### config.mk
export PLATFORM = sky130hd
export DESIGN_NAME = thiele_coproc_arbiter
export DESIGN_NICKNAME = d
export VERILOG_FILES = /design/src/rtl/thiele_coproc_arbiter.sv
export SDC_FILE = /design/constraint.sdc
export NUM_CORES = 1
export LEC_CHECK = 0
export BUFFER_PORTS_ARGS = -buffer_cell sky130_fd_sc_hd__buf_2
export CAP_MARGIN = 15
export CELL_PAD_IN_SITES_DETAIL_PLACEMENT = 1
export CELL_PAD_IN_SITES_GLOBAL_PLACEMENT = 1
export CORE_MARGIN = 10
export CORE_UTILIZATION = 40
export DETAILED_ROUTE_END_ITERATION = 7
export GPL_TIMING_DRIVEN = 1
export PLACE_DENSITY = 0.83
export SKIP_LAST_GASP = 1
export SYNTH_ARGS = -nofsm -noshare
export SYNTH_HDL_FRONTEND = slang
export SYNTH_SLANG_ARGS = --single-unit
### constraint.sdc
create_clock -name clk -period 3.2 [get_ports clk]
set_input_delay 0.32 -clock clk [delete_from_list [all_inputs] [get_ports clk]]
set_output_delay 0.32 -clock clk [all_outputs]
set_load 0.005 [all_outputs]
### src/rtl/thiele_coproc_arbiter.sv
// Round-robin arbiter sharing one coprocessor port between the logic-engine and
// Python channels, with a response timeout that returns an error word on a stall.
module thiele_coproc_arbiter #(
    parameter int unsigned TIMEOUT  = 64,
    parameter logic [31:0] ERR_DATA = 32'hDEADBEEF
) (
    input  logic        clk,
    input  logic        rst_n,
    input  logic        logic_req,
    input  logic [31:0] logic_addr,
    output logic        logic_ack,
    output logic [31:0] logic_data,
    input  logic        py_req,
    input  logic [31:0] py_code_addr,
    output logic        py_ack,
    output logic [31:0] py_result,
    output logic        cop_req,
    output logic        cop_sel,
    output logic [31:0] cop_addr,
    input  logic        cop_ack,
    input  logic [31:0] cop_data,
    output logic        busy,
    output logic        timeout_err,
    output logic [7:0]  timeout_count,
    input  logic        err_clr
);

    typedef enum logic [1:0] {
        ST_IDLE      = 2'd0,
        ST_ISSUE     = 2'd1,
        ST_RESPOND   = 2'd2,
        ST_WAIT_DROP = 2'd3
    } state_t;

    localparam logic [15:0] TMO_LAST = 16'(TIMEOUT - 1);
    localparam logic        SEL_PY   = 1'b1;

    state_t      state_r;
    state_t      state_nxt_s;
    logic [15:0] timer_r;
    logic        last_grant_r;
    logic        grant_s;
    logic        win_py_s;
    logic        done_s;
    logic        timeout_s;
    logic        owner_req_s;

    logic        cop_req_r;
    logic        cop_sel_r;
    logic [31:0] cop_addr_r;
    logic        logic_ack_r;
    logic [31:0] logic_data_r;
    logic        py_ack_r;
    logic [31:0] py_result_r;
    logic        busy_r;
    logic        timeout_err_r;
    logic [7:0]  timeout_count_r;

    function automatic logic [7:0] sat_inc8(input logic [7:0] v);
        if (v == 8'hFF) begin
            sat_inc8 = 8'hFF;
        end else begin
            sat_inc8 = v + 8'd1;
        end
    endfunction

    // Next-state logic and single-cycle event strobes for the datapath.
    always_comb begin
        state_nxt_s = state_r;
        grant_s     = 1'b0;
        win_py_s    = 1'b0;
        done_s      = 1'b0;
        timeout_s   = 1'b0;
        owner_req_s = cop_sel_r ? py_req : logic_req;
        case (state_r)
            ST_IDLE: begin
                if (logic_req || py_req) begin
                    grant_s     = 1'b1;
                    // On a tie the channel that was not granted last wins.
                    win_py_s    = py_req & (~logic_req | (last_grant_r != SEL_PY));
                    state_nxt_s = ST_ISSUE;
                end else begin
                    state_nxt_s = ST_IDLE;
                end
            end
            ST_ISSUE: begin
                if (cop_ack) begin
                    done_s      = 1'b1;
                    state_nxt_s = ST_RESPOND;
                end else if (timer_r == TMO_LAST) begin
                    done_s      = 1'b1;
                    timeout_s   = 1'b1;
                    state_nxt_s = ST_RESPOND;
                end else begin
                    state_nxt_s = ST_ISSUE;
                end
            end
            ST_RESPOND: begin
                state_nxt_s = ST_WAIT_DROP;
            end
            ST_WAIT_DROP: begin
                if (!owner_req_s) begin
                    state_nxt_s = ST_IDLE;
                end else begin
                    state_nxt_s = ST_WAIT_DROP;
                end
            end
            default: begin
                state_nxt_s = ST_IDLE;
            end
        endcase
    end

    // State register, busy flag and round-robin history.
    always_ff @(posedge clk or negedge rst_n) begin
        if (!rst_n) begin
            state_r      <= ST_IDLE;
            busy_r       <= 1'b0;
            last_grant_r <= SEL_PY;
        end else begin
            state_r <= state_nxt_s;
            busy_r  <= (state_nxt_s != ST_IDLE);
            if (state_r == ST_RESPOND) begin
                last_grant_r <= cop_sel_r;
            end
        end
    end

    // Coprocessor request side: grant latch, request level and response timer.
    always_ff @(posedge clk or negedge rst_n) begin
        if (!rst_n) begin
            cop_req_r  <= 1'b0;
            cop_sel_r  <= 1'b0;
            cop_addr_r <= 32'd0;
            timer_r    <= 16'd0;
        end else begin
            if (grant_s) begin
                cop_req_r  <= 1'b1;
                cop_sel_r  <= win_py_s;
                cop_addr_r <= win_py_s ? py_code_addr : logic_addr;
                timer_r    <= 16'd0;
            end else if (done_s) begin
                cop_req_r <= 1'b0;
            end else if (state_r == ST_ISSUE) begin
                timer_r <= timer_r + 16'd1;
            end
        end
    end

    // Response side: per-channel ack pulse and held result word.
    always_ff @(posedge clk or negedge rst_n) begin
        if (!rst_n) begin
            logic_ack_r  <= 1'b0;
            logic_data_r <= 32'd0;
            py_ack_r     <= 1'b0;
            py_result_r  <= 32'd0;
        end else begin
            logic_ack_r <= done_s & ~cop_sel_r;
            py_ack_r    <= done_s & cop_sel_r;
            if (done_s && !cop_sel_r) begin
                logic_data_r <= timeout_s ? ERR_DATA : cop_data;
            end
            if (done_s && cop_sel_r) begin
                py_result_r <= timeout_s ? ERR_DATA : cop_data;
            end
        end
    end

    // Sticky timeout flag and saturating counter; a coincident timeout beats err_clr.
    always_ff @(posedge clk or negedge rst_n) begin
        if (!rst_n) begin
            timeout_err_r   <= 1'b0;
            timeout_count_r <= 8'd0;
        end else begin
            if (timeout_s) begin
                timeout_err_r   <= 1'b1;
                timeout_count_r <= err_clr ? 8'd1 : sat_inc8(timeout_count_r);
            end else if (err_clr) begin
                timeout_err_r   <= 1'b0;
                timeout_count_r <= 8'd0;
            end
        end
    end

    assign cop_req       = cop_req_r;
    assign cop_sel       = cop_sel_r;
    assign cop_addr      = cop_addr_r;
    assign logic_ack     = logic_ack_r;
    assign logic_data    = logic_data_r;
    assign py_ack        = py_ack_r;
    assign py_result     = py_result_r;
    assign busy          = busy_r;
    assign timeout_err   = timeout_err_r;
    assign timeout_count = timeout_count_r;

endmodule

# --- Word level (Yosys, flattened, before mapping) ---
# Cells that the tools add are included.
word_totals:
  regBits: 129
  word_cells: 66
classes:
  n_bitwise: 7
  add_sub_neg: 2
  n_mux: 28
  n_reduce_logical: 10
  eq_ne: 6
op_table:
  columns: ["op", "count"]
  rows:
  - ["2-to-1 mux 32 bit", 2]
  - ["2-to-1 mux 16 bit", 3]
  - ["2-to-1 mux 8 bit", 4]
  - ["adder 16 x 1 -> 16 bit (second input constant)", 1]
  - ["== test 16 x 6 -> 1 bit (second input constant)", 1]
  - ["2-to-1 mux 1 bit", 15]
  - ["adder 8 x 1 -> 8 bit (second input constant)", 1]
  - ["== test 8 bit (second input constant)", 1]
  - ["case mux 2 bit (4 select lines)", 1]
  - ["nonzero test 2 bit", 4]
  - ["2-to-1 mux 2 bit", 3]
  - ["== test 2 bit (second input constant)", 2]
  - ["bitwise AND 1 bit", 3]
  - ["NOT 1 bit", 3]
  - ["== test 2 x 1 -> 1 bit (second input constant)", 1]
  - ["logical AND 1 bit", 2]
  - ["logical NOT 2 bit", 1]
  - ["inequality test 2 bit (second input constant)", 1]
  - ["AND reduction 2 bit", 1]
  - ["logical NOT 1 bit", 1]
  - ["logical OR 1 bit", 1]
  - ["OR 1 bit", 1]

# --- Depth between registers and ports, before layout ---
# Gate-level depths: netlist (run 1).
logic_depth:
  word_depth: 6
  depth_mapped: 8
  depth_no_buf: 6

# --- Least setup slack after synthesis (run 1) ---
# Ideal clock, no wire load.
synth_timing:
  path_type: "register to register"
  startpoint: "register state_r[1]"
  endpoint: "register timer_r[7]"
  setup_time_ps: 78
  t_arrival_ps: 1976
  path_stages_with_launch: 7
  n_path_buf: 2
  t_required_ps: 3122
  path_slack_ps: 1147
  cell_sequence: "dfrtp_1 > or3b_1 > buf_6 > or3_1 > clkbuf_2 > or4_1 > a21oi_1"
synth_via:
  elab_chain_cells: 4
  elab_cells_between_ends: 8
  classes_between: "eq/ne: 2; mux: 3; reduce/logical: 3"
synth_lines:
  columns: ["item", "line", "source"]
  rows:
  - ["from (decl)", "38", "state_t state_r;"]
  - ["from (signal assigned)", "121", "state_r <= state_nxt_s;"]
  - ["== test 2 x 1 -> 1 bit / logical NOT 2 bit (equally long branches)", "75, 144", null]
  - ["2-to-1 mux 1 bit", "75", "case (state_r)"]
  - ["inequality test 2 bit (no source line) / nonzero test 2 bit (equally long branches)", null, null]
  - ["AND reduction 2 bit (no source line)", null, null]
  - ["to (signal assigned)", "145", "timer_r <= timer_r + 16'd1;"]
  - ["to (decl)", "40", "logic [15:0] timer_r;"]
# Several ways; a longest one is shown, not always the timed one.
# A chain may end at the register's enable or synchronous reset.

# --- Final worst setup path (run 1) ---
layout_timing:
  startpoint: "register timer_r[13]"
  endpoint: "register py_result_r[23], in the netlist py_result[23]"
layout_via:
  elab_chain_cells: 5
  elab_cells_between_ends: 8
  classes_between: "eq/ne: 1; mux: 6; reduce/logical: 1"
layout_lines:
  columns: ["item", "line", "source"]
  rows:
  - ["== test 16 x 6 -> 1 bit *", "90", "end else if (timer_r == TMO_LAST) begin"]
  - ["2-to-1 mux 1 bit *", "90", null]
  - ["2-to-1 mux 1 bit", "87", "if (cop_ack) begin"]
  - ["2-to-1 mux 1 bit", "75", null]
  - ["2-to-1 mux 32 bit / logical AND 1 bit (equally long branches)", "164, 163", null]
  - ["to (signal assigned)", "164", "py_result_r <= timeout_s ? ERR_DATA : cop_data;"]
  - ["to (decl)", "54", "logic [31:0] py_result_r;"]
# Mark *: on every way between the ends. The rest lies on a longest branch, timed or not.

==> results.md, run 1 <==
* Status: finished, final reports clean
* Unique masters post-synth at 48
* Via density at 5.635
* Slew @ Worst Pin at 1.046 ns
* Leakage at 3.605 nW
* Cells after DPL at 847
* Simple-gate share of the synthesized area at 11.77%
* Power share of the sequential group at between 30% and 40%
* Psw at 0.002431 W
* Die outline height at 137.8 um
* CP bufs+invs at 1
* Hold crit path type: in -> reg
* Post-synthesis sequential area ratio at 58.18%
* CP arrival at 2.92 ns
* Slew Limit Fails at 0
* Die X at 137.8 um
* Dpl cell area at 6782 um2
* Overflow after GRT at 0
* Post-synth net total at about 590
* Setup TNS at 0 ns
* Vias at 4,953
* Internal at ~0.0047 W
* Min cycle time layout at 2.580 ns
* Initial Util at 41.42%
* Mapped cell area at 5550 um2
* Crit-path slowest cell: nor4_1
* Ys Warns at 0
* Top_reg_cell synth: dfrtp_1
* Hold Fails Final Rpt at 0
* Slack of the critical path at 0.6204 ns
* First-pass GRT wire length at a little under 30,000 um
* H-tree levels at 4
* Row count at 42
* Seq cells post-synth at 129
* Die area at 18,990 um2
* Total track usage at between 10% and 20%
* RePlAce Congestion at 0.8471
* Post-detail-place hpwl at 13,800 um
* Worst hold margin at 0.1737 ns
* Clock Tree Buf Depth at 2
* Number of global-route vias before repair at roughly 5,300
* Synth Area in Compound Gates at 19.12%
* TritonRoute pass-1 iters at 5
* Synth area leader: dfrtp_1
* Adder-cell area share of the yosys netlist at 0.4509%
* Final ANT Viol Nets at 0
* Largest net degree at the start of global routing at 58
* Hold depth at 2
* Clock root buffer master: clkbuf_16
* CP max stage delay at approximately 0.55 ns
* Worst-path clk slew at 0.06 ns
* Clk Latency, worst-skew pair at roughly 0.42 ns
* Synth Area per Inst at ~11 um2
* Cell Chain, Critical Path: nor4_1 > a41oi_1 > or3_1 > inv_2 > o32a_1
* Layout cells sized above 1 at 36.98%
* Largest family of logic cells by synthesized area: compound AO/OA/AOI/OAI gates
* Clock Sinks at roughly 130
* Switching share of total power at 33.98%
* Pwr/cell area at 961.4 nW/um2
* Routed len/inst at 21.73 um
* Max_slew headroom at ~30%
* Syn Inst Count at 485
* Port Buffers at 211
* Async set or reset register ratio after synthesis at between 90% and 100%
* Layout area overhead at 34.06%
* VDD IR max at 402.9 uV
* Number of antenna diodes at 0
* CP required at 3.55 ns
* Crit. End Element: register
* Fillers at around 1,500
* Clk pwr share at 29.9%
* Cell Count, Final, Fillers Out at around 900
* CP max FO at 25
* # DRC at 0
* Comb pwr share at 31.8%
* Mux cell area share after synthesis at approximately 7.2%
* Largest cells by area after synthesis: dfrtp_1, mux2i_1, o32a_1, o21ai_0, nand2_1
* Reg2Reg Depth at 5
* Fin crit share at 80.61%
* Core ar. at 13,400 um2
* Max cap viols at 0
* XOR/XNOR Fraction of Synth Area at 0%
* Post-synth EDFFs at 0
* Critical path depth at 5
* Achievable Freq at around 390 MHz
* Postcts setup bufs at 0
* Final count of negative-setup-slack endpoints at 0
* CP Launch Type: register
* Setup Crit Path Kind: reg -> reg
* Initial drt markers at 245
* Top Ports at 212
* Number of antenna violations at the first check in global routing at 2
* CTS tree: built
* Final net count at 795
* TritonCTS Buffers at 17
* Top-area cell type share of the netlist area at 57.71%
* Worst slack, placed at 0.7071 ns
* Top delay family on crit path: simple AND/OR/NAND/NOR gates
* Final instance area at roughly 7400 um2
* RSZ-0062 raised after global routing: no
* Fin Clk Skew at 0.01013 ns
* WL final at 19,100 um
-- Yosys cell counts (6+ instances only) --
cell type / count
a21oi_1: 7
a2bb2oi_1: 10
buf_2: 6
clkbuf_1: 24
dfrtp_1: 128
mux2i_1: 40
nand2_1: 55
nand3_1: 13
nor2_1: 13
nor3_1: 6
nor4_1: 7
o21ai_0: 46
o2bb2ai_1: 12
o31ai_1: 6
o32a_1: 38
or4_1: 8
-- timing repair --
item | CTS | global route
resized for setup | 0 | 0
endpoints found under the hold margin | 51 | 0
hold buffers | 1 | 0
setup endpoints to repair | 0 | 0
-- state kept, by name, indices dropped and copies added (netlist names) --
| name | cells |
|---|---|
| timeout_count | 8 |
| timeout_err | 1 |
| cop_req | 1 |
| cop_sel | 1 |
| py_ack | 1 |
| cop_addr | 32 |
| logic_data | 32 |
| busy | 1 |
| timer_r | 16 |
| logic_ack | 1 |
| py_result | 32 |
| last_grant_r | 1 |
| state_r | 2 |
-- worst register-to-register path, stage by stage, from the launching register on --
cell and delay, ns:
dfrtp_1 0.44, nor4_1 0.55, a41oi_1 0.27, or3_1 0.54
inv_2 0.44, o32a_1 0.28
-- power groups by stage --
stage,clock [W],sequential [W],combinational [W]
after floorplan,0,0.00269,0.00115
after global placement,0,0.00268,0.00216
after detailed placement,0,0.00274,0.00229
after CTS,0.00217,0.00274,0.00233
after global routing,0.00225,0.00281,0.00253
final,0.00214,0.00274,0.00228
-- per-layer routing --
| layer | wire (um) | GRT usage [%] |
|---|---|---|
| met1 | 7513 | 22.62 |
| met2 | 9350 | 33.13 |
| met3 | 1938 | 7.393 |
| met4 | 267 | 5.620 |
| met5 | 29 | 0 |
-- metrics by stage --
| stage | util [%] | total power (W) |
|---|---|---|
| CTS | 55.53 | 0.007234 |
| floorplan | - | 0.003835 |
| finish | 55.53 | 0.007153 |
| detailed placement | 50.61 | 0.005028 |
| global route | 55.53 | 0.007594 |
| global placement | 50.61 | 0.004843 |
-- logic make-up after synthesis --
| logic type | Yosys count |
|---|---|
| buf+inv | 43 |
| compound gates | 141 |
| simple gates | 130 |
| flops | 129 |
| mux | 40 |
| fa+ha+maj | 2 |
-- path summary, 6_finish.rpt --
path / from / endpoint / slack (ns)
min: cop_data[5] / logic_data[5] / 0.17
max in group asynchronous: rst_n / last_grant_r / 1.90
min in group asynchronous: rst_n / logic_data[13] / 0.49
min reg2reg: cop_addr[5] / cop_addr[5] / 0.48
max reg2reg: timer_r[13] / py_result[23] / 0.62
max: timer_r[13] / py_result[23] / 0.62
-- cell type report --
type	instances	area, um2	area share (%)
Clock buffer	18	439.2	5.902
Clock inverter	13	210.2	2.825
Timing Repair Buffer	222	1156	15.54
Inverter	8	30.03	0.4036
Tap cell	176	220.2	2.959
Sequential cell	129	3229	43.40
Multi-Input combinational cell	313	2156	28.97
-- layout by cell type (no fill, tap or decap), types with 2 or more instances in the layout --
cell type     n
buf_2       210
dfrtp_1     128
nand2_1      55
o21ai_0      45
mux2i_1      40
o32a_1       38
clkbuf_16    17
nor2_1       13
o2bb2ai_1    12
nand3_1      12
a2bb2oi_1    10
buf_4        10
or4_1         8
nor4_1        7
a21oi_1       7
nor3_1        6
o31ai_1       6
inv_1         5
nand4_1       5
or3_1         5
a31oi_1       5
bufinv_16     5
a32o_1        4
a311oi_1      4
nor4b_1       3
o211ai_1      3
clkinv_4      3
and2_1        2
nor2b_1       2
nor3b_1       2
inv_2         2
and3_1        2
nand2b_1      2
ha_1          2
clkinvlp_4    2
clkinv_2      2
(Power assumes the default switching activity.)
==> run 2, diff against run 1 <==
--- a/config.mk
+++ b/config.mk
@@ -10,10 +10,10 @@
 export CELL_PAD_IN_SITES_DETAIL_PLACEMENT = 1
 export CELL_PAD_IN_SITES_GLOBAL_PLACEMENT = 1
 export CORE_MARGIN = 10
-export CORE_UTILIZATION = 40
+export CORE_UTILIZATION = 37
 export DETAILED_ROUTE_END_ITERATION = 7
 export GPL_TIMING_DRIVEN = 1
-export PLACE_DENSITY = 0.83
+export PLACE_DENSITY = 0.77
 export SKIP_LAST_GASP = 1
 export SYNTH_ARGS = -nofsm -noshare
 export SYNTH_HDL_FRONTEND = slang
==> constraint.sdc (replaced) <==
create_clock -name clk -period 2.55 [get_ports clk]
set_input_delay 0.255 -clock clk [delete_from_list [all_inputs] [get_ports clk]]
set_output_delay 0.255 -clock clk [all_outputs]
set_load 0.005 [all_outputs]
==> run 2 against run 1 <==
Sequential share of layout area decreased by 0.22 points. Core utilization decreased by 4.5 points. Clock-buffer cell count shrank 1. Routed wire length decreased by 2.6%. Sequential power grew 25%. Non-clock buffer count is 6 higher.
==> results.md, run 2 (synthesis gave the netlist of run 1 again) <==
* Max_slew headroom at 54.58%
* Crit-path slowest cell: nor4_1
* Hold Fails Final Rpt at 0
* Pwr/cell area at 1181 nW/um2
* CTS tree: built
* Crit. End Element: register
* TritonRoute pass-1 iters at 4
* H-tree levels at 4
* Fillers at 1,668
* Min cycle time layout at 2.281 ns
* TritonCTS Buffers at 17
* Most frequent cells in the layout: buf_2, dfrtp_1, nand2_1, o21ai_0, mux2i_1
* Dpl cell area at 6829 um2
* Clock Sinks at ~130
* Reg2Reg Depth at 5
* Slew Limit Fails at 0
* Internal at a little under 0.006 W
* CP max FO at 25
* First-pass GRT wire length at 29,130 um
* Status: finished, final reports clean
* Cell Count, Final, Fillers Out at 896
* RePlAce Congestion at 0.8832
* Die area at 20,300 um2
* CP startpoint: timer_r[12]
* Worst-path clk slew at 0.06 ns
* Row count at 44
* Layout area overhead at 34.74%
* Reg2Reg Setup Slack at 0.27 ns
* Postcts setup bufs at 0
* Power share of the sequential group at about two fifths
* Setup TNS at 0 ns
* Post-CTS Resized at 0
* WL final at 18,600 um
* CP max stage delay at 0.52 ns
* CP arrival at between 2 and 3 ns
* Routed len/inst at 20.76 um
* RSZ-0062 raised after global routing: no
* Cell Chain, Critical Path: nor4_1 > a41oi_1 > or3_1 > inv_2 > o32a_1
* CP Launch Type: register
* Post-detail-place hpwl at about 14,000 um
* Clock Tree Buf Depth at 2
* Fin crit share at between 80% and 90%
* Critical Path Sink: py_result[5]
* Initial Util at between 30% and 40%
* Max cap viols at 0
* Worst r2r src: timer_r[12]
* Hold crit path type: in -> reg
* Final count of negative-setup-slack endpoints at 0
* Fin Clk Skew at 0.01188 ns
* Overflow after GRT at 0
* Slack of the critical path at roughly 0.27 ns
* Vias at 4,969
* # DRC at 0
* Initial drt markers at 198
* Switching share of total power at 34.60%
* Port Buffers at between 200 and 250
* Commonest non-fill, non-tap cell in the layout: buf_2
* Cells after DPL at 860
* Leakage at about 3.6 nW
* Top Ports at 212
* Number of global-route vias before repair at 5,432
* Achievable Freq at roughly 440 MHz
* Layout cells sized above 1 at 37.61%
* Core ar. at 14,640 um2
* Final net count at around 800
* Slew @ Worst Pin at 0.6788 ns
* Final instance area at 7478 um2
* Final ANT Viol Nets at 0
* Clk Latency, worst-skew pair at approximately 0.42 ns
* Die outline height at between 100 and 150 um
* Total track usage at between 10% and 20%
* Fin util at 51.07%
* Clk pwr share at 28.3%
* Comb pwr share at 33.0%
* Die X at about 140 um
* Worst slack, placed at 0.3138 ns
* Largest net degree at the start of global routing at 52
* # hold bufs at CTS at 1
* CP required at between 2 and 3 ns
* FF-to-FF End: py_result[5]
* Setup Crit Path Kind: reg -> reg
* Psw at 0.003055 W
* Clock root buffer master: clkbuf_16
* Number of antenna violations at the first check in global routing at 2
* VDD IR max at about 470 uV
* Via density at 5.546
[run 2: worst min-delay path by stage]
stage,start,endpoint,depth (start not counted)
floorplan,rst_n,busy,0
global placement,rst_n,py_result[31],1
detailed placement,rst_n,py_result[9],1
CTS,cop_data[19],py_result[19],2
global route,cop_data[7],py_result[7],2
finish,cop_data[19],py_result[19],2
[run 2: critical path, delay by kind of cell (launching register included)]
| kind | cells | cell delay (ns) |
|---|---|---|
| AND/OR/NAND/NOR | 2 | 0.92 |
| buffers and inverters | 1 | 0.37 |
| flip-flops | 1 | 0.43 |
| AO/OA/AOI/OAI | 2 | 0.49 |
[run 2: through the flow]
stage / total power [W] / hold slack (ns)
6_report: 0.008829 / 0.1026
5_1_grt: 0.009419 / 0.09985
4_1_cts: 0.008901 / 0.08791
3_5_place_dp: 0.006333 / 0.3064
3_3_place_gp: 0.006139 / 0.2893
2_1_floorplan: 0.004813 / -0.04059
[run 2: routing by layer]
layer	GRT usage [%]	vias up	part of all wire [%]
met3	6.909	20	9.6
met1	20.83	2479	42
met5	0	-	0
met4	5.917	0	1.0
met2	28.99	197	48
li1	-	2273	-
[run 2: layout make-up]
class	count	area (um2)	share of cell area (%)
sequential	129	3229	43.18
multi-input combinational	313	2156	28.83
timing repair buffer	228	1221	16.33
clock buffer	17	425.4	5.688
tap	184	230.2	3.078
clock inverter	15	181.4	2.426
inverter	8	30.03	0.4015
antenna	2	5.005	0.06692
[run 2: power by group through the flow]
stage                     registers [W]  logic (W)  clock network (W)
after detailed placement        0.00342    0.00291                  0
after floorplan                 0.00337    0.00144                  0
after CTS                       0.00342    0.00294            0.00254
final                           0.00342    0.00292            0.00250
after global placement          0.00338    0.00275                  0
after global routing            0.00352    0.00326            0.00264
==> run 3, diff against run 2 <==
--- a/config.mk
+++ b/config.mk
@@ -5,15 +5,16 @@
 export SDC_FILE = /design/constraint.sdc
 export NUM_CORES = 1
 export LEC_CHECK = 0
-export BUFFER_PORTS_ARGS = -buffer_cell sky130_fd_sc_hd__buf_2
+export ABC_AREA = 1
 export CAP_MARGIN = 15
 export CELL_PAD_IN_SITES_DETAIL_PLACEMENT = 1
 export CELL_PAD_IN_SITES_GLOBAL_PLACEMENT = 1
 export CORE_MARGIN = 10
-export CORE_UTILIZATION = 37
+export CORE_UTILIZATION = 46
 export DETAILED_ROUTE_END_ITERATION = 7
+export DONT_BUFFER_PORTS = 1
 export GPL_TIMING_DRIVEN = 1
-export PLACE_DENSITY = 0.77
+export PLACE_DENSITY = 0.78
 export SKIP_LAST_GASP = 1
 export SYNTH_ARGS = -nofsm -noshare
 export SYNTH_HDL_FRONTEND = slang
==> run 3 against run 2 <==
The run now ends with hold timing left. Flip-flop and latch count stayed put. Clock power decreased by 2%. Fmax is 14% higher. Worst hold slack worse by 0.57 ns. First-iteration DRC count rose by 33%. Register-to-register slack better by 0.27 ns. Power is 9.2% lower. Combinational power shrank 33%.
==> results.md, run 3 <==
* Hold crit path type: in -> async
* # hold bufs at CTS at 31
* Vias at 5,102
* Mapped cell area at slightly above 6000 um2
* TritonCTS Buffers at 17
* Final ANT Viol Nets at 0
* Min cycle time layout at 2.006 ns
* Layout area overhead at 16.33%
* CP Launch Type: register
* Top_reg_cell synth: dfrtp_1
* Worst-path clk slew at 0.06 ns
* CP arrival at around 2.3 ns
* Synth area leader: dfrtp_1
* CP max FO at 17
* Die outline height at 135.1 um
* Most frequent cells in the layout: nand2_1, dfrtp_1, inv_1, a21oi_1, nor2_1
* Ys Warns at 0
* Async set or reset register ratio after synthesis at 100.0%
* Synth cell count leaders: nand2_1, dfrtp_1, inv_1, a21oi_1, nor2_1
* Post-synth net total at between 800 and 900
* Slew Limit Fails at 0
* Internal at 0.005119 W
* Crit. End Element: register
* RePlAce Congestion at 0.8291
* H-tree levels at 4
* Fin Clk Skew at approximately 0.0094 ns
* VDD IR max at 478.9 uV
* Achievable Freq at around 500 MHz
* WL final at 18,490 um
* Initial drt markers at 264
* Final net count at 850
* TritonRoute pass-1 iters at 4
* Switching share of total power at 36.13%
* CTS tree: built
* Slew @ Worst Pin at 0.6619 ns
* Post-synthesis sequential area ratio at 52.95%
* Number of antenna violations at the first check in global routing at 0
* Post-synth EDFFs at 0
* Cells after DPL at 872
* Top-area cell type share of the netlist area at 52.52%
* Top Ports at 212
* Die area at 18,260 um2
* Largest net degree at the start of global routing at between 100 and 150
* Postcts setup bufs at 0
* Power share of the sequential group at 45.1%
* Max cap viols at 0
* Pwr/cell area at ~1100 nW/um2
* Setup Crit Path Kind: reg -> reg
* Commonest non-fill, non-tap cell in the layout: nand2_1
* Routed len/inst at 19.75 um
* Fin crit share at 78.68%
* Post-detail-place hpwl at about 13,000 um
* Largest cells by area after synthesis: dfrtp_1, nand2_1, o21ai_2, a21oi_1, inv_1
* Final count of negative-setup-slack endpoints at 0
* First-pass GRT wire length at 29,410 um
* Status: complete, but fails checks
* Core ar. at approximately 13,000 um2
* Failing checks: hold timing
* Setup TNS at 0 ns
* Row count at 42
* Top-count cell post-synth: nand2_1
* Clock Sinks at 129
* Seq cells post-synth at 129
* Hold Fails Final Rpt at 129
* RSZ-0062 raised after global routing: no
* Clock root buffer master: clkbuf_16
* Cell Count, Final, Fillers Out at around 940
* Via density at 5.451
* Psw at 0.002895 W
* Number of global-route vias before repair at 5,523
* Layout cells sized above 1 at a little over an eighth
* Worst hold margin at -0.4664 ns
* Syn Inst Count at 720
* Max_slew headroom at approximately 56%
* Clk pwr share at between 30% and 40%
* Clk Latency, worst-skew pair at 0.41 ns
* Unique masters post-synth at 27
* Port Buffers at 0
* Clock Tree Buf Depth at 2
* Leakage at between 3 and 4 nW
* Overflow after GRT at 0
* Post-CTS Resized at 0
* # DRC at 0
* Comb pwr share at 24.3%
* Synth Area per Inst at 8.470 um2
* Total track usage at about 20%
* Die X at 135.1 um
* Initial Util at between 40% and 50%
* CP required at 2.84 ns
run 3: changes by cell type after synthesis, sizes merged, moves of 11 or more:
cell	delta
nand2	+167
o32a	-38
o2bb2ai	-12
nand4	+11
o21ai	+33
nor2	+49
clkbuf	-13
inv	+68
mux2i	-40
a21oi	+58
run 3: worst paths after layout:
path | startpoint | to | slack, ns | depth (start not counted)
worst max-delay path | timer_r[1] | logic_data[22] | 0.54 | 9
worst min-delay path | rst_n | py_result[0] | -0.47 | 0
worst max register to register | timer_r[1] | logic_data[22] | 0.54 | 9
worst min register to register | py_result[18] | py_result[18] | 0.52 | 2
max in group asynchronous | rst_n | last_grant_r | 2.72 | 0
min in group clk | cop_data[17] | py_result[17] | 0.02 | 2
run 3: cell families (layout without fill, tap and decap cells):
| group | after synthesis | count (layout) | synth area share (%) |
|---|---|---|---|
| compound gates | 151 | 151 | 15.59 |
| xor+xnor | 7 | 7 | 1.005 |
| fa+ha+maj | 2 | 2 | 0.4103 |
| buf+inv | 108 | 147 | 8.391 |
| flops | 129 | 129 | 52.95 |
| other cells | 0 | 1 | 0 |
| simple gates | 323 | 323 | 21.65 |
run 3: area by class of cell:
type / count / area (um2)
well taps: 176 / 220.2
clock inverters: 11 / 136.4
diodes: 1 / 2.502
clock buffers: 21 / 460.4
flip-flops and latches: 129 / 3229
multi-input cells: 483 / 2365
repair buffers: 39 / 395.4
fillers: 1549 / 6043
inverters: 76 / 285.3
run 3: per-layer routing:
metal  vias to the layer above  GRT usage [%]  share of wire [%]  wire, um
li1                       2346              -                  -         -
met1                      2532          22.51                 38      7091
met2                       194          33.40                 49      9120
met3                        30          8.791                 10      1941
met4                         0          6.818                1.8       335
met5                         -              0                  0         0
run 3: stage by stage:
| step | hold slack (ns) | setup WS, ns | cell area (um2) | total power, W | utilization, % |
|---|---|---|---|---|---|
| 3_3_place_gp | -0.03664 | 0.6194 | 6185 | 0.005375 | 47.08 |
| 4_1_cts | -0.4828 | 0.5214 | 7092 | 0.008085 | 53.98 |
| 6_report | -0.4664 | 0.5437 | 7094 | 0.008014 | 54.00 |
| 5_1_grt | -0.4907 | 0.3400 | 7092 | 0.008552 | 53.98 |
| 3_5_place_dp | -0.03650 | 0.5374 | 6185 | 0.005557 | 47.08 |
| 2_1_floorplan | -0.04059 | 0.9724 | 6098 | 0.004911 | - |
run 3: worst max-delay path, cell delays in order, from the launching register on:
cell and delay (ns):
dfrtp_1 0.39, ha_1 0.22, nand3_2 0.16, nor2_4 0.18, nand2_2 0.07, nand2_2 0.09
nand3_2 0.29, buf_4 0.33, nand2_1 0.08, o21ai_1 0.07
run 3: power by group through the flow:
stage | clock network (W) | registers [W] | logic [W]
floorplan | 0 | 0.00333 | 0.00159
global placement | 0 | 0.00363 | 0.00175
detailed placement | 0 | 0.00365 | 0.00191
CTS | 0.00251 | 0.00364 | 0.00194
global route | 0.00260 | 0.00373 | 0.00223
finish | 0.00246 | 0.00361 | 0.00195
